### src/rtl/fetch_if.sv
// Bus between the fetch stage, instruction memory, execute (redirect) and decode.
// Handshake: imem_req is a one-cycle strobe qualifying imem_addr; imem_rvalid/imem_rdata answer it
// one or more cycles later with at most one request outstanding. On the decode side instr_valid marks
// a live instr/pc, stall is the inverse of ready, and an edge with instr_valid=1, stall=0 consumes it.
interface fetch_if #(
   parameter int DATA_WIDTH = 32
);
   logic                  stall;
   logic                  PCsrc;
   logic [DATA_WIDTH-1:0] PCTarget;
   logic                  imem_req;
   logic [DATA_WIDTH-1:0] imem_addr;
   logic                  imem_rvalid;
   logic [DATA_WIDTH-1:0] imem_rdata;
   logic [DATA_WIDTH-1:0] instr;
   logic [DATA_WIDTH-1:0] pc;
   logic [DATA_WIDTH-1:0] pc_plus4;
   logic                  instr_valid;

   modport master (
      input  stall, PCsrc, PCTarget, imem_rvalid, imem_rdata,
      output imem_req, imem_addr, instr, pc, pc_plus4, instr_valid
   );

   modport slave (
      output stall, PCsrc, PCTarget, imem_rvalid, imem_rdata,
      input  imem_req, imem_addr, instr, pc, pc_plus4, instr_valid
   );
endinterface

### src/rtl/fetch_stage.sv
// Instruction fetch stage: owns the PC, issues single-outstanding word reads and registers instr/pc for decode.
// Optional FETCH_MISALIGN_TRAP_EN: a misaligned redirect target sets a sticky misaligned flag and halts fetch.
module fetch_stage #(
   parameter int                    DATA_WIDTH = 32,
   parameter logic [DATA_WIDTH-1:0] RESET_PC   = '0,
   parameter logic [DATA_WIDTH-1:0] NOP_INSTR  = DATA_WIDTH'(32'h0000_0013)
) (
   input  logic       clk,
   input  logic       rst,
   fetch_if.master    bus,
`ifdef FETCH_MISALIGN_TRAP_EN
   output logic       misaligned,
`endif
   output logic [2:0] fsm_state
);
   typedef enum logic [2:0] {S_IDLE, S_REQ, S_WAIT, S_HOLD, S_HALT} state_t;

   localparam logic [DATA_WIDTH-1:0] ALIGN_MASK = ~DATA_WIDTH'(3);
   localparam logic [DATA_WIDTH-1:0] STEP       = DATA_WIDTH'(4);

   state_t                state;
   logic [DATA_WIDTH-1:0] pc_q;
   logic [DATA_WIDTH-1:0] instr_q;
   logic [DATA_WIDTH-1:0] pc_out_q;
   logic [DATA_WIDTH-1:0] buf_q;
   logic [DATA_WIDTH-1:0] buf_pc_q;
   logic [DATA_WIDTH-1:0] target;
   logic                  discard;
   logic                  instr_valid_q;
   logic                  free;
   logic                  trap;

   assign target = bus.PCTarget & ALIGN_MASK;
   assign free   = !instr_valid_q || !bus.stall;
`ifdef FETCH_MISALIGN_TRAP_EN
   assign trap   = (bus.PCTarget[1:0] != 2'b00);
`else
   assign trap   = 1'b0;
`endif

   always_ff @(posedge clk) begin
      if (rst) begin
         state         <= S_IDLE;
         pc_q          <= RESET_PC;
         discard       <= 1'b0;
         instr_valid_q <= 1'b0;
         instr_q       <= NOP_INSTR;
         pc_out_q      <= RESET_PC;
         buf_q         <= '0;
         buf_pc_q      <= '0;
`ifdef FETCH_MISALIGN_TRAP_EN
         misaligned    <= 1'b0;
`endif
      end else if (bus.PCsrc && state != S_HALT) begin
         // Redirect beats stall and any capture; wrong-path data in flight is dropped.
         pc_q          <= target;
         instr_valid_q <= 1'b0;
         instr_q       <= NOP_INSTR;
         discard       <= 1'b0;
         if (trap) begin
            state <= S_HALT;
`ifdef FETCH_MISALIGN_TRAP_EN
            misaligned <= 1'b1;
`endif
         end else begin
            case (state)
               S_REQ: begin
                  discard <= 1'b1;
                  state   <= S_WAIT;
               end
               S_WAIT: begin
                  if (bus.imem_rvalid) state   <= S_REQ;
                  else                 discard <= 1'b1;
               end
               default: state <= S_REQ;
            endcase
         end
      end else begin
         if (!bus.stall) begin
            instr_valid_q <= 1'b0;
            instr_q       <= NOP_INSTR;
         end
         case (state)
            S_IDLE: state <= S_REQ;
            S_REQ:  state <= S_WAIT;
            S_WAIT: begin
               if (bus.imem_rvalid) begin
                  if (discard) begin
                     discard <= 1'b0;
                     state   <= S_REQ;
                  end else if (free) begin
                     instr_q       <= bus.imem_rdata;
                     pc_out_q      <= pc_q;
                     instr_valid_q <= 1'b1;
                     pc_q          <= pc_q + STEP;
                     state         <= S_REQ;
                  end else begin
                     // Decode is holding a live instruction: park the response.
                     buf_q    <= bus.imem_rdata;
                     buf_pc_q <= pc_q;
                     pc_q     <= pc_q + STEP;
                     state    <= S_HOLD;
                  end
               end
            end
            S_HOLD: begin
               if (!bus.stall) begin
                  instr_q       <= buf_q;
                  pc_out_q      <= buf_pc_q;
                  instr_valid_q <= 1'b1;
                  state         <= S_REQ;
               end
            end
            default: state <= state;
         endcase
      end
   end

   assign bus.imem_req    = (state == S_REQ);
   assign bus.imem_addr   = pc_q;
   assign bus.instr       = instr_q;
   assign bus.pc          = pc_out_q;
   assign bus.pc_plus4    = pc_out_q + STEP;
   assign bus.instr_valid = instr_valid_q;
   assign fsm_state       = state;
endmodule

### src/flat_wrapper.sv
// flat-port wrapper written by rule: the top's interface ports become plain ports
module fetch_stage_flat 
#(
   parameter int                    DATA_WIDTH = 32,
   parameter logic [DATA_WIDTH-1:0] RESET_PC   = '0,
   parameter logic [DATA_WIDTH-1:0] NOP_INSTR  = DATA_WIDTH'(32'h0000_0013)
)
  (clk, rst, fsm_state, bus_stall, bus_PCsrc, bus_PCTarget, bus_imem_rvalid, bus_imem_rdata, bus_imem_req, bus_imem_addr, bus_instr, bus_pc, bus_pc_plus4, bus_instr_valid);
  fetch_if #(.DATA_WIDTH(DATA_WIDTH)) bus_i ();
  input  logic clk;
  input  logic rst;
  output logic [2:0] fsm_state;
  input wire logic [$bits(bus_i.stall)-1:0] bus_stall;
  input wire logic [$bits(bus_i.PCsrc)-1:0] bus_PCsrc;
  input wire logic [$bits(bus_i.PCTarget)-1:0] bus_PCTarget;
  input wire logic [$bits(bus_i.imem_rvalid)-1:0] bus_imem_rvalid;
  input wire logic [$bits(bus_i.imem_rdata)-1:0] bus_imem_rdata;
  output wire logic [$bits(bus_i.imem_req)-1:0] bus_imem_req;
  output wire logic [$bits(bus_i.imem_addr)-1:0] bus_imem_addr;
  output wire logic [$bits(bus_i.instr)-1:0] bus_instr;
  output wire logic [$bits(bus_i.pc)-1:0] bus_pc;
  output wire logic [$bits(bus_i.pc_plus4)-1:0] bus_pc_plus4;
  output wire logic [$bits(bus_i.instr_valid)-1:0] bus_instr_valid;
  assign bus_i.stall = bus_stall;
  assign bus_i.PCsrc = bus_PCsrc;
  assign bus_i.PCTarget = bus_PCTarget;
  assign bus_i.imem_rvalid = bus_imem_rvalid;
  assign bus_i.imem_rdata = bus_imem_rdata;
  assign bus_imem_req = bus_i.imem_req;
  assign bus_imem_addr = bus_i.imem_addr;
  assign bus_instr = bus_i.instr;
  assign bus_pc = bus_i.pc;
  assign bus_pc_plus4 = bus_i.pc_plus4;
  assign bus_instr_valid = bus_i.instr_valid;
  fetch_stage #(.DATA_WIDTH(DATA_WIDTH), .RESET_PC(RESET_PC), .NOP_INSTR(NOP_INSTR)) u_core (.clk(clk), .rst(rst), .bus(bus_i), .fsm_state(fsm_state));
endmodule
### config.mk
export PLATFORM = sky130hd
export DESIGN_NAME = fetch_stage_flat
export DESIGN_NICKNAME = d
export VERILOG_FILES = /design/src/rtl/fetch_if.sv /design/src/rtl/fetch_stage.sv /design/src/flat_wrapper.sv
export SDC_FILE = /design/constraint.sdc
export NUM_CORES = 1
export LEC_CHECK = 0
export ABC_AREA = 1
export ABC_CLOCK_PERIOD_IN_PS = 4600
export CORE_MARGIN = 4
export CORE_UTILIZATION = 40
export DETAILED_ROUTE_END_ITERATION = 16
export GPL_TIMING_DRIVEN = 0
export PLACE_DENSITY = 0.66
export SLEW_MARGIN = 0
export SYNTH_ARGS = -nofsm -noshare
export SYNTH_HDL_FRONTEND = slang
export SYNTH_SLANG_ARGS = --single-unit
### constraint.sdc
create_clock -name clk -period 4.6 [get_ports clk]
set_clock_uncertainty 0.15 [all_clocks]
set_input_delay 0.92 -clock clk [delete_from_list [all_inputs] [get_ports clk]]
set_output_delay 0.92 -clock clk [all_outputs]
set_load 0.1 [all_outputs]
==> results.md, run 1 <==
Outcome:
- The run finished with clean final reports.

Run:
- Max-cap violations in this run came to 0.

Global routing:
- The largest net degree at the start of global routing is 17.
- Across every metal layer, demand over resource in global routing totals 0.245.
- The initial antenna violation count was 0.
- The global-route congestion overflow total is 0.
- The first-pass GRT wire length is 44300 microns.
- The via count of the first global-routing pass came to 8319.

Place:
- Including well taps, the total number of placed cells is 1689.
- The half-perimeter wire length after placement is 22400 microns.
- The placed instances occupy a cell area of 10500 sq um.
- The port buffer count is 189.
- The pre-CTS worst setup slack is 627 ps.
- The congestion estimate from routability-driven global placement came to 0.931.

Timing:
- The final critical-path setup slack is 273 ps.
- The worst path in the final design needs a cycle of 4330 ps, including I/O delays and setup.
- The maximum operating frequency is 0.231 GHz.
- The fraction of the cycle the final worst path needs is 0.941.
- The count of final setup violators is 0.
- The final-report hold violation count is 0.
- For the pin with the worst max-slew slack, the measured transition is 1030 ps.
- The number of slew-limit violations in the final report came to 0.
- Headroom to the max-slew limit came out at 0.311.
- The accumulated negative setup slack is 0 ps.
- Setup repair after global routing left no endpoint under its margin.
- Final hold analysis gives a worst-case slack of 303 ps.

Yosys:
- The count of cell types in the netlist is 37.
- Of the synthesized area, sequential elements account for 0.384.
- Each instance of the synthesized netlist takes up on average 6.73 sq um.
- The synthesized instance count is 1224.
- The largest area contributor in the netlist is sky130_fd_sc_hd__dfxtp_1.
- During synthesis, Yosys emitted a total of 0 warnings.
- In this run, synthesis produced a sequential element count of 158.
- The share of synthesized area in the top cell type comes to 0.384.
- The synthesized cell area is 8240 sq um.
- Yosys attributes the largest share of cell area to sky130_fd_sc_hd__dfxtp_1 (38%), sky130_fd_sc_hd__nand2_1 (11%), sky130_fd_sc_hd__a21oi_1 (9.1%), sky130_fd_sc_hd__o21ai_0 (6.8%), sky130_fd_sc_hd__inv_1 (5.6%).

Power and ir drop:
- Dividing total power by cell area gives a power density of 491 nW/um^2.
- The share of power burned in registers is 0.299.
- The overall power after layout is 5.47 mW.
- The switching component of the power is 2.59 mW.
- The switching power as a share of total power is 0.473.
- IR analysis of the VDD net gives a maximum drop of 0.270 mV.
- The share of total power in combinational logic is 0.431.
- The internal power of the cells is 2.89 mW.
- The share of total power dissipated in the clock network is 0.270.
- The leakage component of the power is 3.94 nW.

Critical path:
- The critical path contains buffers and inverters numbering 2 combined.
- The largest single stage delay on the critical path is 1170 ps.
- The slowest stage of the critical path belongs to the cell sky130_fd_sc_hd__clkdlybuf4s50_1.
- In this run the worst setup path begins at u_core.bus.pc[6].
- The worst setup path is captured at a primary output.
- Walking the worst path, the cells encountered are nand2_1, nor3_1, nand2_1, inv_1, nand2_1, xor2_1, clkdlybuf4s50_1.
- The largest delay contributor family on the critical path is buffers and inverters.
- The setup path with the least slack is of type reg -> out.
- The required time at the worst-slack endpoint is 3530 ps.
- The maximum fanout count along the critical path is 5.
- The critical path data arrival time is 3260 ps.
- The startpoint of the worst-slack reg-to-reg timing path is u_core.fsm_state[0].
- The cell type with the highest occurrence count on the critical path is sky130_fd_sc_hd__nand2_1.
- STA classifies the critical path startpoint as a flip-flop.

Min path:
- The worst hold-check path type is reg -> reg.
- The start point of the worst min-delay path is u_core.buf_q[21].

Clock network:
- The H-tree level count is 4.
- Clock-pin slew was measured on the worst setup and hold paths at 60 ps.
- After clock tree synthesis, the flow added hold-fix buffers numbering 0.
- In this run the deepest clock path goes through 2 buffers.
- The clock drives 158 sinks.
- The number of clock buffers added by TritonCTS is 17.
- The clock network latency to the later pin of the worst-skew pair is 430 ps.
- The buffer type at the clock tree root is sky130_fd_sc_hd__clkbuf_16.
- The TritonCTS clock tree is built.

Layout:
- At the end of the flow the core is filled with cells to 0.550.
- After the flow finishes, the layout carries non-filler instances totaling 1722.
- Of the cells placed in the final design, the portion with a size suffix greater than 1 is 0.0669.
- The area growth from synthesis to layout is 35.2%.
- The final instance area is 11100 sq um.
- The final-stage net count is 1514.

Floorplanning:
- The row count is 52.
- After floorplanning, the core was sized to cover 20200 sq um.
- For this configuration, the core starts out at a cell density of 0.407.
- The number of placed I/O pins is 202.
- Measured along the y axis, the die boundary spans 152 microns.
- The floorplan step set the die width to 152 microns.
- The floorplan step defined a die boundary enclosing 23000 sq um.

Detailed routing:
- In this run, the number of DRC markers left after iteration 0 of detailed routing was 628.
- The remaining antenna violation count after routing is 0.
- The count of vias placed by the detailed router is 8962.
- Dividing the detail-routed wire length by the instance count gives 16.7 microns.
- The residual DRC count is 0.
- The first TritonRoute pass finished after 5 iterations.
- The aggregate routed wire length is 28700 microns.
- Using the TritonRoute via totals, the vias-per-cell ratio works out to 5.20.
==> final timing paths <==
kind,to,slack (ps),depth (start not counted)
setup / recovery,bus_pc_plus4[25],270,7
setup reg to reg,u_core.bus.instr[3],2380,8
hold / removal,u_core.buf_q[21],300,2
hold reg to reg,u_core.buf_q[21],300,2
==> worst min-delay path, delay by kind of cell, from the launching register on <==
family / cells / cell delay [ps]
flip-flops: 1 / 300
buffers and inverters: 1 / 60
AO/OA/AOI/OAI: 1 / 50
==> layout by cell type, fill, tap and decap left out, drive strengths merged, types with 2 or more instances in the layout <==
cell type,netlist,routed
nand3,36,36
clkbuf,42,62
nor2,121,121
dfxtp,158,158
ha,7,7
xnor2,5,5
inv,136,137
conb,1,7
xor2,23,23
o211ai,8,8
o221ai,3,3
buf,33,33
nand2,250,250
a21oi,149,149
a31oi,21,21
a22oi,4,4
clkdlybuf4s50,0,187
nor3,18,18
nand4,8,8
bufinv,0,3
nor4,2,2
o22ai,26,26
clkinvlp,0,3
clkinv,0,5
dlymetal6s2s,0,2
o21ai,168,168
==> area by class of cell <==
cell class                 instances  area (sq um)
tap                              270           338
clock inverter                    12           161
buffer                            75           399
clock buffer                      20           457
inverter                         136           510
sequential                       158          3160
fill                            2007          9100
antenna                            1          2.50
multi-input combinational        861          4210
timing repair buffer             189          1900
==> per-layer routing <==
metal	global-route usage	part of all wire	wire [microns]	up-vias
met5	0	0	0	-
met4	0.0696	0.018	518	0
met3	0.0399	0.073	2090	40
met2	0.387	0.45	12800	352
met1	0.348	0.46	13300	4094
li1	-	-	-	4476
==> power by group through the flow <==
| stage | registers [mW] | clock network (mW) | logic (mW) |
|---|---|---|---|
| floorplan | 2.39 | 0 | 1.01 |
| global placement | 1.66 | 0 | 2.35 |
| detailed placement | 1.66 | 0 | 2.36 |
| CTS | 1.63 | 1.50 | 2.36 |
| global route | 1.65 | 1.56 | 2.45 |
| finish | 1.63 | 1.48 | 2.36 |
==> flip-flops by register name, summed over array words and instances, names as in the netlist <==
signal / cells
u_core.bus.pc: 30
u_core.buf_q: 32
u_core.buf_pc_q: 30
u_core.bus.instr: 32
u_core.bus.instr_valid: 1
u_core.fsm_state: 2
u_core.bus.imem_addr: 30
u_core.discard: 1
==> cells in the mapped netlist (all sizes together) <==
cell and count:
nand4 8, nand2 250, dfxtp 158, nor3 18
o22ai 26, nand3 36, clkbuf 42, nor2 121
xor2 23, buf 33, a31oi 21, o31ai 1
a21oi 149, o221ai 3, o21ai 168, nand3b 1
xnor2 5, a22oi 4, conb 1, nor4 2
ha 7, a32oi 1, o211ai 8, a41oi 1
nor3b 1, inv 136
==> kinds of logic after synthesis <==
logic type	count (synthesis)	share of synthesized area
AO/OA/AOI/OAI	382	0.246
XOR/XNOR	28	0.0298
adder cells (fa/ha/maj)	7	0.0106
buffers and inverters	211	0.110
flip-flops	158	0.384
other	1	0.000455
AND/OR/NAND/NOR	437	0.219
==> what timing repair did <==
action                     CTS  global route
buffers inserted             0             0
gates resized for setup      0             2
setup endpoints to repair    0             2
No activity file was read; power rests on OpenSTA's default activity.
==> run 2, diff against run 1 <==
Settings changed: ABC_CLOCK_PERIOD_IN_PS 4600 to 3900, CORE_UTILIZATION 40 to 45, PLACE_DENSITY 0.66 to 0.76.
Clock period 4.6 ns to 3.9 ns, I/O delays scaled along.
==> results.md, run 2 (same netlist as run 1, synthesis figures left out) <==
Outcome:
- Outcome: finished, final reports clean (unchanged).

Power and ir drop:
- The peak supply drop is 0.620 mV (was 0.270 mV).
- The power density over the cells is 572 nW/um^2 (was 491 nW/um^2).
- The leakage component of the power came to 4.03 nW (was 3.94 nW).

Timing:
- Unrepaired setup endpoints after global routing: false (unchanged).
- The time the worst path needs with I/O delays and setup is 3820 ps.
- The pin slew with the least headroom to its limit is 1040 ps (was 1030 ps).
- The count of final setup violators is 0 (unchanged).
- The number of slew-limit violations in the final report came to 0 (unchanged).
- The final-report hold violation count is 0 (unchanged).
- Static timing analysis puts the maximum clock frequency at 0.262 GHz.
- The relative slew slack came to 0.302 (was 0.311).
- The fraction of the cycle the final worst path needs is 0.980.
- The final critical-path setup slack is 78.5 ps (was 273 ps).

Global routing:
- The total track usage is 0.268 (was 0.245).
- The largest net degree at the start of global routing was 17 (unchanged).
- The met1 demand-to-capacity share in global routing is 0.377 (was 0.348).
- The peak-usage layer in the global routing report is met2 (unchanged).
- The first-pass GRT wire length is 43900 microns (was 44300 microns).
- The global-route congestion overflow total is 0 (unchanged).
- The via count of the first global-routing pass came to 8556 (was 8319).
- The met3 track utilization from global routing is 0.0509 (was 0.0399).
- The initial antenna violation count is 1 (was 0).
- The met2 layer usage reported by global route was 0.414 (was 0.387).

Clock network:
- The TritonCTS clock tree was built (unchanged).
- The clock transition time at the flip-flop clock pins of the worst setup and hold paths is 70 ps (was 60 ps).
- The buffer type at the clock tree root is sky130_fd_sc_hd__clkbuf_16 (unchanged).
- The clock net sink count is 158 (unchanged).
- The number of clock buffers inserted by TritonCTS was 17 (unchanged).
- The clock network latency to the later pin of the worst-skew pair is 430 ps (about the same).
- The maximum buffer depth of the clock tree is 2 (unchanged).
- The buffer count from post-CTS setup fixing is 0 (unchanged).
- The H-tree level count is 4 (unchanged).

Detailed routing:
- The count of TritonRoute iterations in the first routing pass is 5 (unchanged).
- The count of vias placed by the detailed router is 9160 (was 8962).
- The remaining antenna violation count after routing was 0 (unchanged).
- The iteration-0 DRC count of the detailed router is 758 (was 628).
- The aggregate routed wire length came to 28300 microns (was 28700 microns).
- The via density per instance came to 5.45 (was 5.20).
- The wire length per cell came to 16.8 microns (was 16.7 microns).
- The residual DRC count is 0 (unchanged).

Layout:
- The most frequent standard cell in the layout excluding fill and tap cells is sky130_fd_sc_hd__nand2_1 (unchanged).
- The final-stage net count was 1514 (unchanged).
- The share of final-layout standard cells stronger than drive strength 1 is 0.0882 (was 0.0669).
- Commonest cells after routing, fill and taps aside: sky130_fd_sc_hd__nand2_1 (248), sky130_fd_sc_hd__clkdlybuf4s50_1 (168), sky130_fd_sc_hd__dfxtp_1 (158) (was sky130_fd_sc_hd__nand2_1 (248), sky130_fd_sc_hd__clkdlybuf4s50_1 (187), sky130_fd_sc_hd__dfxtp_1 (158)).
- The share of the core filled with cells in the final layout is 0.624 (was 0.550).
- The final instance area is 11200 sq um (was 11100 sq um).
- The synthesis-to-finish area growth was 36.0% (was 35.2%).

Place:
- The half-perimeter wire length after placement came to 21900 microns (was 22400 microns).
- The pre-CTS worst setup slack came to -106 ps (was 627 ps).
- The final RePlAce weighted congestion is 0.965 (was 0.931).
- The placed cell area is 10600 sq um (was 10500 sq um).
- The port buffer count is 189 (unchanged).

Floorplanning:
- The die area came to 20500 sq um (was 23000 sq um).
- The number of placed I/O pins is 202 (unchanged).
- The initial core utilization was 0.459 (was 0.407).
- The core box area is 18000 sq um (was 20200 sq um).
- The horizontal die dimension is 143 microns (was 152 microns).
- The die extent in y is 143 microns (was 152 microns).
- The row count was 49 (was 52).

Critical path:
- The critical path data arrival time was 2890 ps (was 3260 ps).
- The critical path buffer and inverter count is 1 (was 2).
- The required time at the worst-slack endpoint is 2970 ps (was 3530 ps).
- The maximum fanout count along the critical path came to 5 (unchanged).
- The cell type with the highest occurrence count on the critical path is sky130_fd_sc_hd__nand2_1 (unchanged).
- List of cells traversed by the critical path: nand2_1, nor3_1, nand2_1, nor2_1, xor2_2, clkdlybuf4s15_1 (was nand2_1, nor3_1, nand2_1, inv_1, nand2_1, xor2_1, clkdlybuf4s50_1).
- The startpoint type of the worst setup path is a flip-flop (unchanged).
- The startpoint of the worst-slack reg-to-reg timing path is u_core.fsm_state[0] (unchanged).
- The slowest cell on the critical path was sky130_fd_sc_hd__clkdlybuf4s15_1 (was sky130_fd_sc_hd__clkdlybuf4s50_1).
- The largest delay contributor family on the critical path was simple AND/OR/NAND/NOR gates (was buffers and inverters).
- The endpoint class of the critical path is a primary output (unchanged).
- The origin of the worst setup path is u_core.bus.pc[6] (unchanged).
- The stage delay of the slowest cell on the critical path came to 830 ps (was 1170 ps).
- The category of the most critical setup path is reg -> out (unchanged).

Min path:
- The start point of the worst min-delay path is u_core.buf_q[28] (was u_core.buf_q[21]).
- The worst hold-check path type was reg -> reg (unchanged).

Run:
- The total of max-cap violations is 0 (unchanged).
-- run 2: cell count changes in the layout (fill, tap and decap cells not counted), sizes merged --
cell           before  now
clkinvlp            3    1
buf                33   35
dlygate4sd2         0    7
bufinv              3    2
clkinv              5    4
clkbuf             62   65
clkdlybuf4s15       0    6
inv               137  143
clkdlybuf4s50     187  168
dlymetal6s2s        2    1
-- run 2: power breakdown --
part | switching (mW) | internal [mW]
Sequential | 0.196 | 1.74
Combinational | 2.18 | 0.601
Clock | 0.717 | 0.971
-- run 2: repair_timing --
item | in CTS | in global routing
setup endpoints to repair | 20 | 12
gates resized for setup | 30 | 21
pin swaps | 0 | 0
endpoints found under the hold margin | 0 | 0
hold buffers | 0 | 0
-- run 2: cell type report --
type                       count  area (sq um)
inverter                     136           510
clock inverter                14           153
sequential                   158          3160
multi-input combinational    861          4390
buffer                        75           399
antenna                        1          2.50
timing repair buffer         189          1860
clock buffer                  18           439
tap                          229           287
fill                        1683          6760
-- run 2: worst min-delay path, delay by kind of cell (launching register included) --
family	cells	cell delay [ps]
buf+inv	1	60
flops	1	300
compound gates	1	50
-- run 2: worst paths after layout --
path                                   end  slack, ps  cells after the start
hold reg to reg           u_core.buf_q[28]        300                      2
hold / removal            u_core.buf_q[28]        300                      2
setup / recovery          bus_pc_plus4[17]         80                      6
setup reg to reg  u_core.bus.imem_addr[28]       1700                     10
-- run 2: through the flow --
step / hold WS [ps] / total power, mW / instances / setup TNS, ps
2_1_floorplan: 280 / 4.06 / 1230 / -634
3_3_place_gp: 293 / 4.76 / 1648 / -57.9
3_5_place_dp: 297 / 4.78 / 1648 / -131
4_1_cts: 307 / 6.42 / 1680 / 0
5_1_grt: 317 / 6.63 / 1681 / 0
6_report: 305 / 6.41 / 1681 / 0
-- run 2: routing by layer --
layer | up-vias | wire (microns) | part of all wire
met3 | 49 | 2320 | 0.082
met4 | 0 | 688 | 0.024
met2 | 388 | 12400 | 0.44
met1 | 4244 | 12800 | 0.45
li1 | 4479 | - | -
met5 | - | 0 | 0
